File: config.mk
export PLATFORM = sky130hd
export DESIGN_NAME = usb_tx_pkt
export DESIGN_NICKNAME = d
export VERILOG_FILES = /design/src/rtl/usb_tx_pkt_pkg.sv /design/src/rtl/usb_crc16.sv /design/src/rtl/usb_tx_pkt.sv
export SDC_FILE = /design/constraint.sdc
export NUM_CORES = 1
export LEC_CHECK = 0
export ABC_AREA = 0
export CORE_MARGIN = 2
export CORE_UTILIZATION = 27
export CTS_BUF_LIST = sky130_fd_sc_hd__clkbuf_8
export DETAILED_ROUTE_END_ITERATION = 6
export PLACE_DENSITY_LB_ADDON = 0.3
export SYNTH_ARGS = -nofsm -noshare
export SYNTH_HDL_FRONTEND = slang
export SYNTH_HIERARCHICAL = 1
export SYNTH_SLANG_ARGS = --single-unit
File: constraint.sdc
create_clock -name clk -period 5.2 [get_ports clk]
set_input_delay 0.52 -clock clk [delete_from_list [all_inputs] [get_ports clk]]
set_output_delay 0.52 -clock clk [all_outputs]
set_load 0.05 [all_outputs]
File: src/rtl/usb_tx_pkt_pkg.sv
// usb_tx_pkt_pkg: shared USB definitions for the packet transmitter and the
// bit-serial CRC16 block.
//   - PID_* codes and the PID class field decode
//   - CRC16 polynomial (normal and reflected), init value, reflected residual
//   - SYNC byte pattern
//   - transmitter FSM state type
package usb_tx_pkt_pkg;

    localparam logic [3:0] PID_OUT   = 4'b0001;
    localparam logic [3:0] PID_IN    = 4'b1001;
    localparam logic [3:0] PID_SOF   = 4'b0101;
    localparam logic [3:0] PID_SETUP = 4'b1101;
    localparam logic [3:0] PID_DATA0 = 4'b0011;
    localparam logic [3:0] PID_DATA1 = 4'b1011;
    localparam logic [3:0] PID_ACK   = 4'b0010;
    localparam logic [3:0] PID_NAK   = 4'b1010;
    localparam logic [3:0] PID_STALL = 4'b1110;

    // PID[1:0] class field
    localparam logic [1:0] PID_CLASS_DATA      = 2'b11;
    localparam logic [1:0] PID_CLASS_HANDSHAKE = 2'b10;

    localparam logic [15:0] CRC16_POLY          = 16'h8005;
    localparam logic [15:0] CRC16_POLY_REFL     = 16'hA001;
    localparam logic [15:0] CRC16_INIT          = 16'hFFFF;
    // Good-packet residual (0x800D) as seen in the reflected register
    localparam logic [15:0] CRC16_RESIDUAL_REFL = 16'hB001;

    // Seven zeros then a one when sent LSB-first
    localparam logic [7:0] SYNC_BYTE = 8'h80;

    typedef enum logic [2:0] {
        ST_IDLE,
        ST_SYNC,
        ST_PID,
        ST_DATA,
        ST_CRC,
        ST_DONE
    } tx_state_t;

    function automatic logic pid_is_data(input logic [3:0] pid);
        return pid[1:0] == PID_CLASS_DATA;
    endfunction

endpackage

File: src/rtl/usb_crc16.sv
// usb_crc16: bit-serial USB CRC16 (poly 0x8005, reflected, init 0xFFFF).
// Shared between the TX packetiser and the RX checker.
//   clk     : system clock
//   rst     : synchronous active-high reset (loads init value)
//   i_clear : synchronous re-initialise to 0xFFFF
//   i_en    : advance the CRC by one bit
//   i_bit   : data bit, fed in wire order (LSB of each byte first)
//   o_crc   : current register (reflected; complement before transmitting)
module usb_crc16
    import usb_tx_pkt_pkg::*;
(
    input  logic        clk,
    input  logic        rst,
    input  logic        i_clear,
    input  logic        i_en,
    input  logic        i_bit,
    output logic [15:0] o_crc
);

    logic [15:0] r_crc;
    logic        w_fb;

    assign w_fb = r_crc[0] ^ i_bit;

    always_ff @(posedge clk) begin
        if (rst || i_clear) begin
            r_crc <= CRC16_INIT;
        end else if (i_en) begin
            r_crc <= (r_crc >> 1) ^ (w_fb ? CRC16_POLY_REFL : '0);
        end
    end

    assign o_crc = r_crc;

endmodule

File: src/rtl/usb_tx_pkt.sv
// usb_tx_pkt: packet-level USB transmitter. Takes a txpkt request (start,
// PID, length, byte stream with per-byte ack) and serialises SYNC, PID,
// payload and CRC16 LSB-first to the line encoder with a per-bit ack.
//   clk          : 48 MHz system clock
//   rst          : synchronous active-high reset
//   pkt_start    : request pulse, pkt_pid/pkt_len valid same cycle (IDLE only)
//   pkt_pid      : PID; [1:0]==11 is a data packet, anything else PID-only
//   pkt_len      : payload byte count for data packets
//   pkt_data     : current payload byte (valid 1 cycle after pkt_data_ack)
//   pkt_data_ack : pulse, pkt_data consumed
//   pkt_done     : pulse one cycle after the final bit was acked
//   ll_start     : pulse with the first valid ll_bit of a packet
//   ll_bit       : bit on offer, held until ll_ack
//   ll_last      : ll_bit is the final bit of the packet
//   ll_ack       : line encoder consumed ll_bit
module usb_tx_pkt
    import usb_tx_pkt_pkg::*;
#(
    parameter bit SEND_SYNC = 1'b1
) (
    input  logic       clk,
    input  logic       rst,
    input  logic       pkt_start,
    output logic       pkt_done,
    input  logic [3:0] pkt_pid,
    input  logic [9:0] pkt_len,
    input  logic [7:0] pkt_data,
    output logic       pkt_data_ack,
    output logic       ll_start,
    output logic       ll_bit,
    output logic       ll_last,
    input  logic       ll_ack
);

    tx_state_t   r_state,   w_state_nxt;
    logic [7:0]  r_shift,   w_shift_nxt;
    logic [2:0]  r_bitcnt,  w_bitcnt_nxt;
    logic [9:0]  r_bytecnt, w_bytecnt_nxt;
    logic [3:0]  r_pid,     w_pid_nxt;
    logic        r_is_data, w_is_data_nxt;
    logic        r_crc_hi,  w_crc_hi_nxt;
    logic        r_ll_start, w_ll_start_nxt;

    logic        w_byte_end;
    logic        w_data_ack;
    logic        w_crc_clear;
    logic        w_crc_en;
    logic        w_active;
    logic [3:0]  w_crc_idx;
    logic [15:0] w_crc;

    usb_crc16 u_crc (
        .clk     (clk),
        .rst     (rst),
        .i_clear (w_crc_clear),
        .i_en    (w_crc_en),
        .i_bit   (r_shift[0]),
        .o_crc   (w_crc)
    );

    assign w_byte_end = ll_ack && (r_bitcnt == 3'd7);

    always_ff @(posedge clk) begin
        if (rst) begin
            r_state    <= ST_IDLE;
            r_shift    <= '0;
            r_bitcnt   <= '0;
            r_bytecnt  <= '0;
            r_pid      <= '0;
            r_is_data  <= 1'b0;
            r_crc_hi   <= 1'b0;
            r_ll_start <= 1'b0;
        end else begin
            r_state    <= w_state_nxt;
            r_shift    <= w_shift_nxt;
            r_bitcnt   <= w_bitcnt_nxt;
            r_bytecnt  <= w_bytecnt_nxt;
            r_pid      <= w_pid_nxt;
            r_is_data  <= w_is_data_nxt;
            r_crc_hi   <= w_crc_hi_nxt;
            r_ll_start <= w_ll_start_nxt;
        end
    end

    always_comb begin
        w_state_nxt    = r_state;
        w_shift_nxt    = r_shift;
        w_bitcnt_nxt   = r_bitcnt;
        w_bytecnt_nxt  = r_bytecnt;
        w_pid_nxt      = r_pid;
        w_is_data_nxt  = r_is_data;
        w_crc_hi_nxt   = r_crc_hi;
        w_ll_start_nxt = 1'b0;
        w_data_ack     = 1'b0;
        w_crc_clear    = 1'b0;
        w_crc_en       = 1'b0;

        unique case (r_state)
            ST_IDLE: begin
                if (pkt_start) begin
                    w_pid_nxt      = pkt_pid;
                    w_is_data_nxt  = pid_is_data(pkt_pid);
                    w_bytecnt_nxt  = pkt_len;
                    w_bitcnt_nxt   = '0;
                    w_crc_hi_nxt   = 1'b0;
                    w_crc_clear    = 1'b1;
                    w_ll_start_nxt = 1'b1;
                    if (SEND_SYNC) begin
                        w_state_nxt = ST_SYNC;
                        w_shift_nxt = SYNC_BYTE;
                    end else begin
                        w_state_nxt = ST_PID;
                        w_shift_nxt = {~pkt_pid, pkt_pid};
                    end
                end
            end

            ST_SYNC: begin
                if (ll_ack) begin
                    w_bitcnt_nxt = r_bitcnt + 3'd1;
                    w_shift_nxt  = {1'b0, r_shift[7:1]};
                    if (w_byte_end) begin
                        w_state_nxt = ST_PID;
                        w_shift_nxt = {~r_pid, r_pid};
                    end
                end
            end

            ST_PID: begin
                if (ll_ack) begin
                    w_bitcnt_nxt = r_bitcnt + 3'd1;
                    w_shift_nxt  = {1'b0, r_shift[7:1]};
                    if (w_byte_end) begin
                        if (r_is_data && (r_bytecnt != '0)) begin
                            w_state_nxt   = ST_DATA;
                            w_shift_nxt   = pkt_data;
                            w_data_ack    = 1'b1;
                            w_bytecnt_nxt = r_bytecnt - 10'd1;
                        end else if (r_is_data) begin
                            w_state_nxt = ST_CRC;
                        end else begin
                            w_state_nxt = ST_DONE;
                        end
                    end
                end
            end

            ST_DATA: begin
                if (ll_ack) begin
                    w_crc_en     = 1'b1;
                    w_bitcnt_nxt = r_bitcnt + 3'd1;
                    w_shift_nxt  = {1'b0, r_shift[7:1]};
                    if (w_byte_end) begin
                        if (r_bytecnt != '0) begin
                            w_shift_nxt   = pkt_data;
                            w_data_ack    = 1'b1;
                            w_bytecnt_nxt = r_bytecnt - 10'd1;
                        end else begin
                            w_state_nxt = ST_CRC;
                        end
                    end
                end
            end

            // CRC register is frozen here, so bits are indexed straight out of
            // it instead of being copied into the shift register; this avoids
            // needing the post-update value at the DATA->CRC edge.
            ST_CRC: begin
                if (ll_ack) begin
                    w_bitcnt_nxt = r_bitcnt + 3'd1;
                    if (w_byte_end) begin
                        if (r_crc_hi) begin
                            w_state_nxt = ST_DONE;
                        end else begin
                            w_crc_hi_nxt = 1'b1;
                        end
                    end
                end
            end

            ST_DONE: begin
                w_state_nxt = ST_IDLE;
            end

            default: begin
                w_state_nxt = ST_IDLE;
            end
        endcase
    end

    assign w_active  = (r_state == ST_SYNC) || (r_state == ST_PID) ||
                       (r_state == ST_DATA);
    assign w_crc_idx = {r_crc_hi, r_bitcnt};

    assign ll_bit       = (r_state == ST_CRC) ? ~w_crc[w_crc_idx] :
                          (w_active & r_shift[0]);
    assign ll_last      = (r_bitcnt == 3'd7) &&
                          (((r_state == ST_PID) && !r_is_data) ||
                           ((r_state == ST_CRC) && r_crc_hi));
    assign ll_start     = r_ll_start;
    assign pkt_done     = (r_state == ST_DONE);
    assign pkt_data_ack = w_data_ack;

endmodule

==> flow_metrics.env <==
export IMPL_ir_drop_v=0.000102
export IMPL_drive_gt1_share_pct=11.9
export IMPL_finalSetupViolCount=0
export IMPL_clockPowerShare_pct=31.4
export IMPL_finalPower_uw=741
export IMPL_met3_length_um=341
export IMPL_drtIter0Drc=128
export IMPL_grt_pass1_wl_mm=12.0
export IMPL_chipHeight_um=106
export IMPL_die_area_mm2=0.0113
export IMPL_numCtsBuffers=5
export IMPL_initial_core_util_pct=27.6
export IMPL_maxSlewHeadroom_pct=34.1
export IMPL_synth_avg_cell_area_um2=8.43
export IMPL_leakagePower_nw=1.08
export IMPL_std_cell_rows=37
export IMPL_first_global_vias=2400
export IMPL_crit_type="reg2out"
export IMPL_swShare_pct=29.8
export IMPL_clockRootBuffer="clkbuf_8"
export IMPL_wl_met2_mm=3.19
export IMPL_ys_async_sr_fraction_pct=0
export IMPL_fillCellCount=1102
export IMPL_antenna_found_initial=0
export IMPL_synthFlopType="dfxtp_1"
export IMPL_cts_tree="built"
export IMPL_drc_errors=0
export IMPL_final_min_clock_period_ns=3.65
export IMPL_postCtsSetupBuffers=0
export IMPL_ys_warn_count=6
export IMPL_drv_cap=0
export IMPL_synthCells=336
export IMPL_firstDrtPassIters=4
export IMPL_path_cells="nand2b_1 > nor4_4 > clkdlybuf4s50_1"
export IMPL_sequentialPowerShare_pct=52.5
export IMPL_synthDistinctLibCells=56
export IMPL_path_clk_slew_ns=0.10
export IMPL_crit_fanout=22
export IMPL_core_area_mm2=0.0103
export IMPL_wire_per_inst_um=14.6
export IMPL_path_buf_inv=1
export IMPL_cts_hold_buf=0
export IMPL_comb_power_share_pct=16.1
export IMPL_tightest_slew_ns=0.986
export IMPL_gp_congestion=0.779
export IMPL_pin_count=31
export IMPL_ctsHtreeMaxLevel=2
export IMPL_critPathSlowestCell="clkdlybuf4s50_1"
export IMPL_finalHoldViolations=0
export IMPL_hold_path_class="reg2reg"
export IMPL_fmax_ghz=0.274
export IMPL_die_w_um=106
export IMPL_powerDensity_mw_per_mm2=227
export IMPL_ant_nets=0
export IMPL_ys_seq_area_share_pct=33.2
export IMPL_wirelength_mm=7.15
export IMPL_numClockSinks=47
export IMPL_p_int_uw=520
export IMPL_routed_top_layer="met4"
export IMPL_rsz0062_at_grt="false"
export IMPL_routed_via_density=5.01
export IMPL_port_buffers=30
export IMPL_clock_skew_ns=0.0101
export IMPL_p_sw_uw=221
export IMPL_critical_path_max_stage_delay_ns=0.86
export IMPL_clockBufferDepth=2
export IMPL_gr_usage_all_layers_pct=13.1
export IMPL_syn_area_mm2=0.00283
export IMPL_cp_start_kind="flip-flop"
export IMPL_insertion_delay_ns=0.31
export IMPL_grt_max_degree=38
export IMPL_setup_worst_path_end_class="primary output"
export IMPL_crit_required_ns=4.68
export IMPL_synth_edf_count=0
export IMPL_wl_met1_mm=3.52
export IMPL_period_share_pct=70.2
export IMPL_syn_num_nets=365
export IMPL_rrSetupSlack_ns=2.11
export IMPL_layout_nets=381
export IMPL_area_growth_pct=15.2
export IMPL_vias=2452
export IMPL_setup_tns_ns=0
export IMPL_ctsResizeCount=0
export IMPL_diodes=0
export IMPL_grt_overflow_total=0
export IMPL_outcome="complete, no violations"
export IMPL_crit_arrival_ns=3.13
export IMPL_maxSlewViolCount=0
export IMPL_path_delay_family="simple AND/OR/NAND/NOR gates"
export IMPL_synth_seq_cells=47
export IMPL_post_dp_hpwl_mm=4.95
registers in the layout, indices dropped and copies added (netlist names):
register / count
r_bytecnt: 10
r_bitcnt: 3
r_is_data: 1
r_shift: 8
u_crc/o_crc: 16
ll_start: 1
r_state: 3
r_pid: 4
r_crc_hi: 1
Yosys cell counts (all sizes together) (3+ instances only):
library cell | instances | area [um^2]
nand2 | 55 | 206
dfxtp | 47 | 941
a21oi | 43 | 230
nor2 | 19 | 71.3
buf | 18 | 125
o21ai | 16 | 80.1
mux2i | 13 | 130
nand3 | 13 | 65.1
a31oi | 10 | 62.6
inv | 9 | 33.8
nand2b | 8 | 50.1
nor3 | 8 | 61.3
a221o | 6 | 60.1
a22oi | 5 | 37.5
clkbuf | 5 | 18.8
mux4 | 5 | 113
mux2 | 4 | 45.0
o211ai | 4 | 35.0
o32ai | 4 | 57.6
a211oi | 3 | 32.5
a21o | 3 | 22.5
and2 | 3 | 21.3
and3 | 3 | 20.0
ha | 3 | 37.5
nor2b | 3 | 18.8
nor4 | 3 | 48.8
or3 | 3 | 18.8
layout make-up:
| cell class | count | area, um^2 | area share, % |
|---|---|---|---|
| clock buffers | 5 | 68.8 | 2.11 |
| clock inverters | 3 | 20.0 | 0.613 |
| inverters | 9 | 33.8 | 1.04 |
| multi-input cells | 257 | 1710 | 52.5 |
| flip-flops and latches | 47 | 941 | 28.8 |
| well taps | 136 | 170 | 5.21 |
| repair buffers | 32 | 315 | 9.66 |
worst min-delay path: stages (launching register included):
cell	delay (ns)
dfxtp_1	0.33
o21ai_0	0.07
a21oi_1	0.06
routing by layer:
metal / track usage [%] / vias to the layer above
li1: - / 1250
met1: 18.1 / 1134
met2: 20.1 / 57
met3: 2.82 / 11
met4: 4.55 / 0
met5: 0 / -
power groups by stage:
stage	logic, mW	clock network (mW)	registers (mW)
2_1_floorplan	0.0883	0	0.391
3_3_place_gp	0.119	0	0.397
3_5_place_dp	0.120	0	0.397
4_1_cts	0.120	0.241	0.389
5_1_grt	0.132	0.253	0.392
6_report	0.119	0.233	0.389
logic make-up after synthesis:
kind of cell               Yosys count  share of synthesized area (%)
and+or+nand+nor                    126                           23.3
AOI/OAI and AO/OA                  103                           24.8
DFF                                 47                           33.2
buffers and inverters               32                           6.27
muxes                               22                           10.2
xor gates and xnor gates             3                          0.928
adders and majority gates            3                           1.33
worst paths after layout:
kind                                                 from  depth (start not counted)                            to
worst max-delay path              r_state[1]$_SDFFE_PP0P_                          3                  pkt_data_ack
worst min-delay path            r_bytecnt[9]$_SDFFE_PP0P_                          2     r_bytecnt[9]$_SDFFE_PP0P_
worst max register to register    r_state[1]$_SDFFE_PP0P_                          6  u_crc/o_crc[13]$_SDFFE_PP1P_
worst min register to register  r_bytecnt[9]$_SDFFE_PP0P_                          2     r_bytecnt[9]$_SDFFE_PP0P_
stage by stage:
stage / worst slack (ns) / instances / area (um^2) / hold WS (ns) / util, %
2_1_floorplan: 2.51 / 336 / 2830 / 0.454 / -
3_3_place_gp: 1.90 / 481 / 3170 / 0.474 / 30.9
3_5_place_dp: 1.88 / 481 / 3170 / 0.484 / 30.9
4_1_cts: 1.52 / 489 / 3260 / 0.499 / 31.8
5_1_grt: 1.30 / 489 / 3260 / 0.516 / 31.8
6_report: 1.55 / 489 / 3260 / 0.499 / 31.8
cell usage in the layout (no fill, tap or decap), types with 2 or more instances in the layout:
master            n
a21oi_2           4
clkbuf_8          5
and3_1            2
o21ai_0          13
mux2i_1          13
dfxtp_1          47
nand2b_1          8
nor4_4            2
buf_4             2
o211ai_1          3
a211oi_2          2
nor2b_1           3
a21oi_1          39
a21o_1            3
inv_1            10
a211o_1           2
mux2_2            4
nor3b_2           2
nor3_2            2
mux4_2            5
nand3_1          13
nand2_1          55
a31oi_1          10
and2_1            2
clkdlybuf4s50_1  30
o21a_1            2
o21ai_1           3
a221o_1           6
xnor2_1           2
a22oi_1           5
nor3_1            5
o32ai_2           3
nor2_1           19
ha_1              3
or3_1             3
Power figures use the tool's default switching activity.
